<file path="src/rtl/alpha_blend_sequencer.sv">
`default_nettype none
// ============================================================================
//  Module   : alpha_blend_sequencer
//  Purpose  : Sequences a shared combinational vector ALU to execute either a
//             single vector operation (one ALU cycle) or a per-lane alpha
//             composite out = (FG*a + BG*(255-a)) / 255 (five ALU cycles).
//             Commands enter on a valid/ready handshake; the registered result
//             leaves on a valid/ready handshake.
//  Ports    : clk_i, rst_ni            clock, asynchronous active-low reset
//             in_valid_i/in_ready_o    command handshake
//             in_blend_i, in_sel_i     command type / single-op ALU select
//             in_a_i, in_b_i           operand A / B (FG / BG for a blend)
//             in_alpha_i               per-lane alpha (blend only)
//             alu_a_o, alu_b_o,
//             alu_sel_o, alu_c_i       shared ALU operands, select and result
//             out_valid_o/out_ready_i  result handshake
//             out_data_o               registered result
//             busy_o                   sequencer not idle
//  Revision : 1.0 - initial release
// ============================================================================
module alpha_blend_sequencer #(
    parameter int N    = 128,
    parameter int LANE = 16
) (
    input  logic         clk_i,
    input  logic         rst_ni,
    input  logic         in_valid_i,
    output logic         in_ready_o,
    input  logic         in_blend_i,
    input  logic [2:0]   in_sel_i,
    input  logic [N-1:0] in_a_i,
    input  logic [N-1:0] in_b_i,
    input  logic [N-1:0] in_alpha_i,
    output logic [N-1:0] alu_a_o,
    output logic [N-1:0] alu_b_o,
    output logic [2:0]   alu_sel_o,
    input  logic [N-1:0] alu_c_i,
    output logic         out_valid_o,
    input  logic         out_ready_i,
    output logic [N-1:0] out_data_o,
    output logic         busy_o
);

    localparam logic [2:0] C_SEL_ADD = 3'd2;
    localparam logic [2:0] C_SEL_SUB = 3'd3;
    localparam logic [2:0] C_SEL_MUL = 3'd4;
    localparam logic [2:0] C_SEL_DIV = 3'd5;

    // Every lane holds 255: the alpha complement minuend and the divisor.
    localparam logic [LANE-1:0] C_LANE_MAX = LANE'(255);
    localparam logic [N-1:0]    C_MAX      = {(N/LANE){C_LANE_MAX}};

    typedef enum logic [2:0] {
        S_IDLE = 3'd0,
        S_EXEC = 3'd1,
        S_SUB  = 3'd2,
        S_MULF = 3'd3,
        S_MULB = 3'd4,
        S_ADD  = 3'd5,
        S_DIV  = 3'd6,
        S_DONE = 3'd7
    } state_t;

    state_t         state_q, state_d;
    logic [N-1:0]   a_q, b_q, alpha_q;
    logic [2:0]     sel_q;
    logic [N-1:0]   t0_q, t1_q, t2_q;
    logic [N-1:0]   out_q;

    // ALU drive and next state. The ALU is combinational, so each compute
    // state presents its operands here and the result is captured at the
    // closing edge in the sequential block below.
    always_comb begin
        state_d   = state_q;
        alu_a_o   = '0;
        alu_b_o   = '0;
        alu_sel_o = 3'd0;
        case (state_q)
            S_IDLE: if (in_valid_i) state_d = in_blend_i ? S_SUB : S_EXEC;
            S_EXEC: begin
                alu_a_o = a_q;   alu_b_o = b_q;     alu_sel_o = sel_q;
                state_d = S_DONE;
            end
            S_SUB: begin
                alu_a_o = C_MAX; alu_b_o = alpha_q; alu_sel_o = C_SEL_SUB;
                state_d = S_MULF;
            end
            S_MULF: begin
                alu_a_o = a_q;   alu_b_o = alpha_q; alu_sel_o = C_SEL_MUL;
                state_d = S_MULB;
            end
            S_MULB: begin
                alu_a_o = b_q;   alu_b_o = t0_q;    alu_sel_o = C_SEL_MUL;
                state_d = S_ADD;
            end
            S_ADD: begin
                alu_a_o = t1_q;  alu_b_o = t2_q;    alu_sel_o = C_SEL_ADD;
                state_d = S_DIV;
            end
            S_DIV: begin
                alu_a_o = t1_q;  alu_b_o = C_MAX;   alu_sel_o = C_SEL_DIV;
                state_d = S_DONE;
            end
            S_DONE: if (out_ready_i) state_d = S_IDLE;
            default: state_d = S_IDLE;
        endcase
    end

    always_ff @(posedge clk_i or negedge rst_ni) begin
        if (!rst_ni) begin
            state_q <= S_IDLE;
            a_q     <= '0;
            b_q     <= '0;
            alpha_q <= '0;
            sel_q   <= 3'd0;
            t0_q    <= '0;
            t1_q    <= '0;
            t2_q    <= '0;
            out_q   <= '0;
        end else begin
            state_q <= state_d;
            case (state_q)
                S_IDLE: if (in_valid_i) begin
                    a_q     <= in_a_i;
                    b_q     <= in_b_i;
                    alpha_q <= in_alpha_i;
                    sel_q   <= in_sel_i;
                end
                S_EXEC: out_q <= alu_c_i;
                S_SUB:  t0_q  <= alu_c_i;
                S_MULF: t1_q  <= alu_c_i;
                S_MULB: t2_q  <= alu_c_i;
                S_ADD:  t1_q  <= alu_c_i;    // FG*a + BG*(255-a) reuses T1
                S_DIV:  out_q <= alu_c_i;
                default: ;
            endcase
        end
    end

    // Handshake flags are decoded straight from the state register, so they
    // are glitch-free and change only on a clock edge or on reset.
    assign in_ready_o  = (state_q == S_IDLE);
    assign out_valid_o = (state_q == S_DONE);
    assign busy_o      = (state_q != S_IDLE);
    assign out_data_o  = out_q;

endmodule
`default_nettype wire

</file>
<file path="config.mk">
export PLATFORM = sky130hd
export DESIGN_NAME = alpha_blend_sequencer
export DESIGN_NICKNAME = d
export VERILOG_FILES = /design/src/rtl/alpha_blend_sequencer.sv
export SDC_FILE = /design/constraint.sdc
export NUM_CORES = 1
export LEC_CHECK = 0
export ABC_CLOCK_PERIOD_IN_PS = 1800
export CELL_PAD_IN_SITES_DETAIL_PLACEMENT = 1
export CELL_PAD_IN_SITES_GLOBAL_PLACEMENT = 2
export CORE_ASPECT_RATIO = 2
export CORE_MARGIN = 1.5
export CORE_UTILIZATION = 31
export CTS_CLUSTER_DIAMETER = 40
export DETAILED_ROUTE_END_ITERATION = 8
export PLACE_DENSITY_LB_ADDON = 0.08
export SYNTH_ARGS = -nofsm -noshare
export SYNTH_HDL_FRONTEND = slang
export SYNTH_SLANG_ARGS = --single-unit
</file>
<file path="constraint.sdc">
create_clock -name clk_i -period 1.8 [get_ports clk_i]
set_clock_uncertainty 0.05 [all_clocks]
set_input_delay 0.36 -clock clk_i [delete_from_list [all_inputs] [get_ports clk_i]]
set_output_delay 0.36 -clock clk_i [all_outputs]
set_load 0.02 [all_outputs]
</file>
==> impl_metrics.ini <==
[outcome]
status = finished with violations
violations = setup timing

[power_and_ir_drop]
p_sw_share_pct = 41.12
p_leak_nw = 29.10
cellPowerDensity_mw_per_mm2 = 2284
p_comb_share_pct = 56.8
finalPower_mw = 152.6
power_frac_clock_pct = 17.5
power.internal_mw = 89.86
p_sw_mw = 62.77
vdd_drop_max_uv = 1170
p_seq_share_pct = 25.7

[sta]
fmax_mhz = 342.8
tightest_slew_ps = 518.9
finalMaxSlewViolations = 0
rsz0062_at_grt = true
post-route-period-util_pct = 162.1
relSlewSlack_pct = 65.40
holdWs_ps = 36.37
setup_viol = 1285
hold_viol_final = 0
finalWorstSetupSlack_ps = -1117
min_period_ps = 2917
tns_ps = -811260

[synth]
async_flop_share_pct = 100.0
synth_top_area_share_pct = 55.09
synth-edff-count = 0
seq_area_frac_synth_pct = 55.09
synthesis.area_mm2 = 0.04097
syn_inst = 2992
synth_top_area_cell = dfrtp_1
synthFlopType = dfrtp_1
synth_cell_types = 34
ys_ff_latch = 902
synth_warnings = 0
syn-num-nets = 3512
synth_area_leaders = dfrtp_1, mux2_1, mux2i_1
syn_area_per_cell_um2 = 13.69

[drt]
wl_per_cell_um = 31.35
routed_wl_um = 194900
routed_via_density = 5.270
vias = 32761
dr.first_iter.drc_count = 1355
first_pass_iters = 4
drcViolationCount = 0
ant_nets = 0

[worst_setup_path]
critical_path_peak_fanout = 21
startpoint = state_q[1]
crit_end = alu_b_o[18]
cp.arrival_ps = 2510
cp.required_ps = 1390
crit_type = register to output port
reg2reg_to = t0_q[76]
r2r_cells = 9
end_kind = output port
cp-start-kind = register
r2r_start = state_q[2]
rrSetupSlack_ps = -860

[floorplan]
die_y_um = 517.2
core-area_mm2 = 0.1313
dieArea_mm2 = 0.1345
fp-row-count = 188
initial_utilization_pct = 31.22
die_w_um = 260.1
io_pins = 910

[clock_tree]
clk_path_buf_depth = 3
path_clk_slew_ps = 60
cts_buffers = 119
cts_root_buf = clkbuf_16
cts.htree.levels = 3
cts_sinks = 902
clk-insertion-delay-late_ps = 720
cts_tree = yes

[grt]
grt_pass1_wl_um = 270800
grt_start_max_net_pins = 86
grt_overflow = 0
grt_use_total_pct = 27.79
antenna_found_initial = 54
grt_pass1_vias = 36685

[finish]
layout_commonest_cell = dfrtp_1
nFillCells = 12821
syn2layout_area_growth_pct = 63.09
drive_gt1_share_pct = 39.51
instances_no_fill = 6216
nets = 4902
final_cell_mix = dfrtp_1, mux2_1, clkdlybuf4s50_1, buf_4, buf_12

[place]
dp_cells = 5753
hpwl_um = 136900
place_ws_ps = -868.7
gp_congestion = 0.8610
numPortBuffers = 909

[worst_hold_path]
min_path_type = input port to async pin

[job]
drv_cap = 0
[routing by layer]
metal / vias up / track usage, % / routed length, um
met1: 17195 / 32.24 / 74700
li1: 14084 / - / -
met4: 60 / 9.415 / 7022
met5: - / 0 / 395
met2: 1109 / 49.02 / 99710
met3: 313 / 7.396 / 13050
[registers in the layout (all words and copies together) (netlist names)]
signal / cells
a_q: 128
alpha_q: 128
b_q: 128
out_data_o: 128
t0_q: 128
t1_q: 128
t2_q: 128
sel_q: 3
state_q: 3
[how the worst min path moves through the flow]
stage	end	slack, ps
after floorplan	a_q[0]	10
after detailed placement	alpha_q[106]	230
after global placement	alpha_q[110]	230
after global routing	alpha_q[110]	50
after CTS	out_data_o[5]	30
final	alpha_q[110]	40
[repair_timing]
item	in CTS	in global routing
pin swaps	24	42
setup endpoints to repair	1258	1288
endpoints found under the hold margin	432	0
gates resized for setup	834	455
gates cloned	22	15
hold buffers	1	0
buffers inserted	56	131
[worst max-delay path, stage by stage, from the launching register on]
cell,delay (ps)
dfrtp_4,520
buf_4,160
nor2b_4,240
buf_12,200
buf_16,200
a2bb2oi_1,110
a21oi_2,200
buf_12,140
[through the flow]
step / utilization (%) / cell area, um^2
6_report: 50.91 / 66830
4_1_cts: 48.97 / 64270
2_1_floorplan: - / 44270
3_5_place_dp: 44.16 / 57970
3_3_place_gp: 44.16 / 57970
5_1_grt: 50.88 / 66790
[power by group through the flow]
stage          sequential, mW  combinational, mW  clock (mW)
2_1_floorplan            37.7               40.5           0
3_3_place_gp             38.1               75.0           0
3_5_place_dp             38.7               76.1           0
4_1_cts                  38.8               80.6        27.3
5_1_grt                  40.4               90.8        28.0
6_report                 39.2               86.7        26.7
[cells in the mapped netlist (2+ instances only)]
library cell  number
mux2_2            10
a31oi_1            8
a21o_1            63
mux2_4            20
and2_1             3
nor2b_1            3
dfrtp_1          902
mux2i_1          130
o22ai_1           64
a221oi_1         127
mux2_1           874
o21ai_0           61
buf_6             55
buf_4             43
nor2_1            61
a22oi_1          128
inv_2              2
a21oi_1          122
buf_1              7
buf_8              3
o21ai_1           70
nor3b_2            2
buf_2             42
nand2b_1           4
a2bb2oi_1         59
nand2_1           10
clkbuf_1         112
[cell type report]
cell class,count,area [um^2],share of cell area [%]
Antenna cell,21,52.55,0.07864
Clock inverter,81,1196,1.790
Timing Repair Buffer,1531,16780,25.11
Clock buffer,143,3249,4.862
Tap cell,1710,2140,3.202
Multi-Input combinational cell,1825,20790,31.12
Sequential cell,902,22580,33.79
Inverter,3,31.28,0.04681
[logic make-up after synthesis]
| kind of cell | Yosys count | share of synthesized area (%) |
|---|---|---|
| AOI/OAI and AO/OA | 705 | 11.73 |
| buffers and inverters | 265 | 4.040 |
| DFF | 902 | 55.09 |
| muxes | 1034 | 28.20 |
| and+or+nand+nor | 86 | 0.9405 |
No activity file was read; power rests on OpenSTA's default activity.
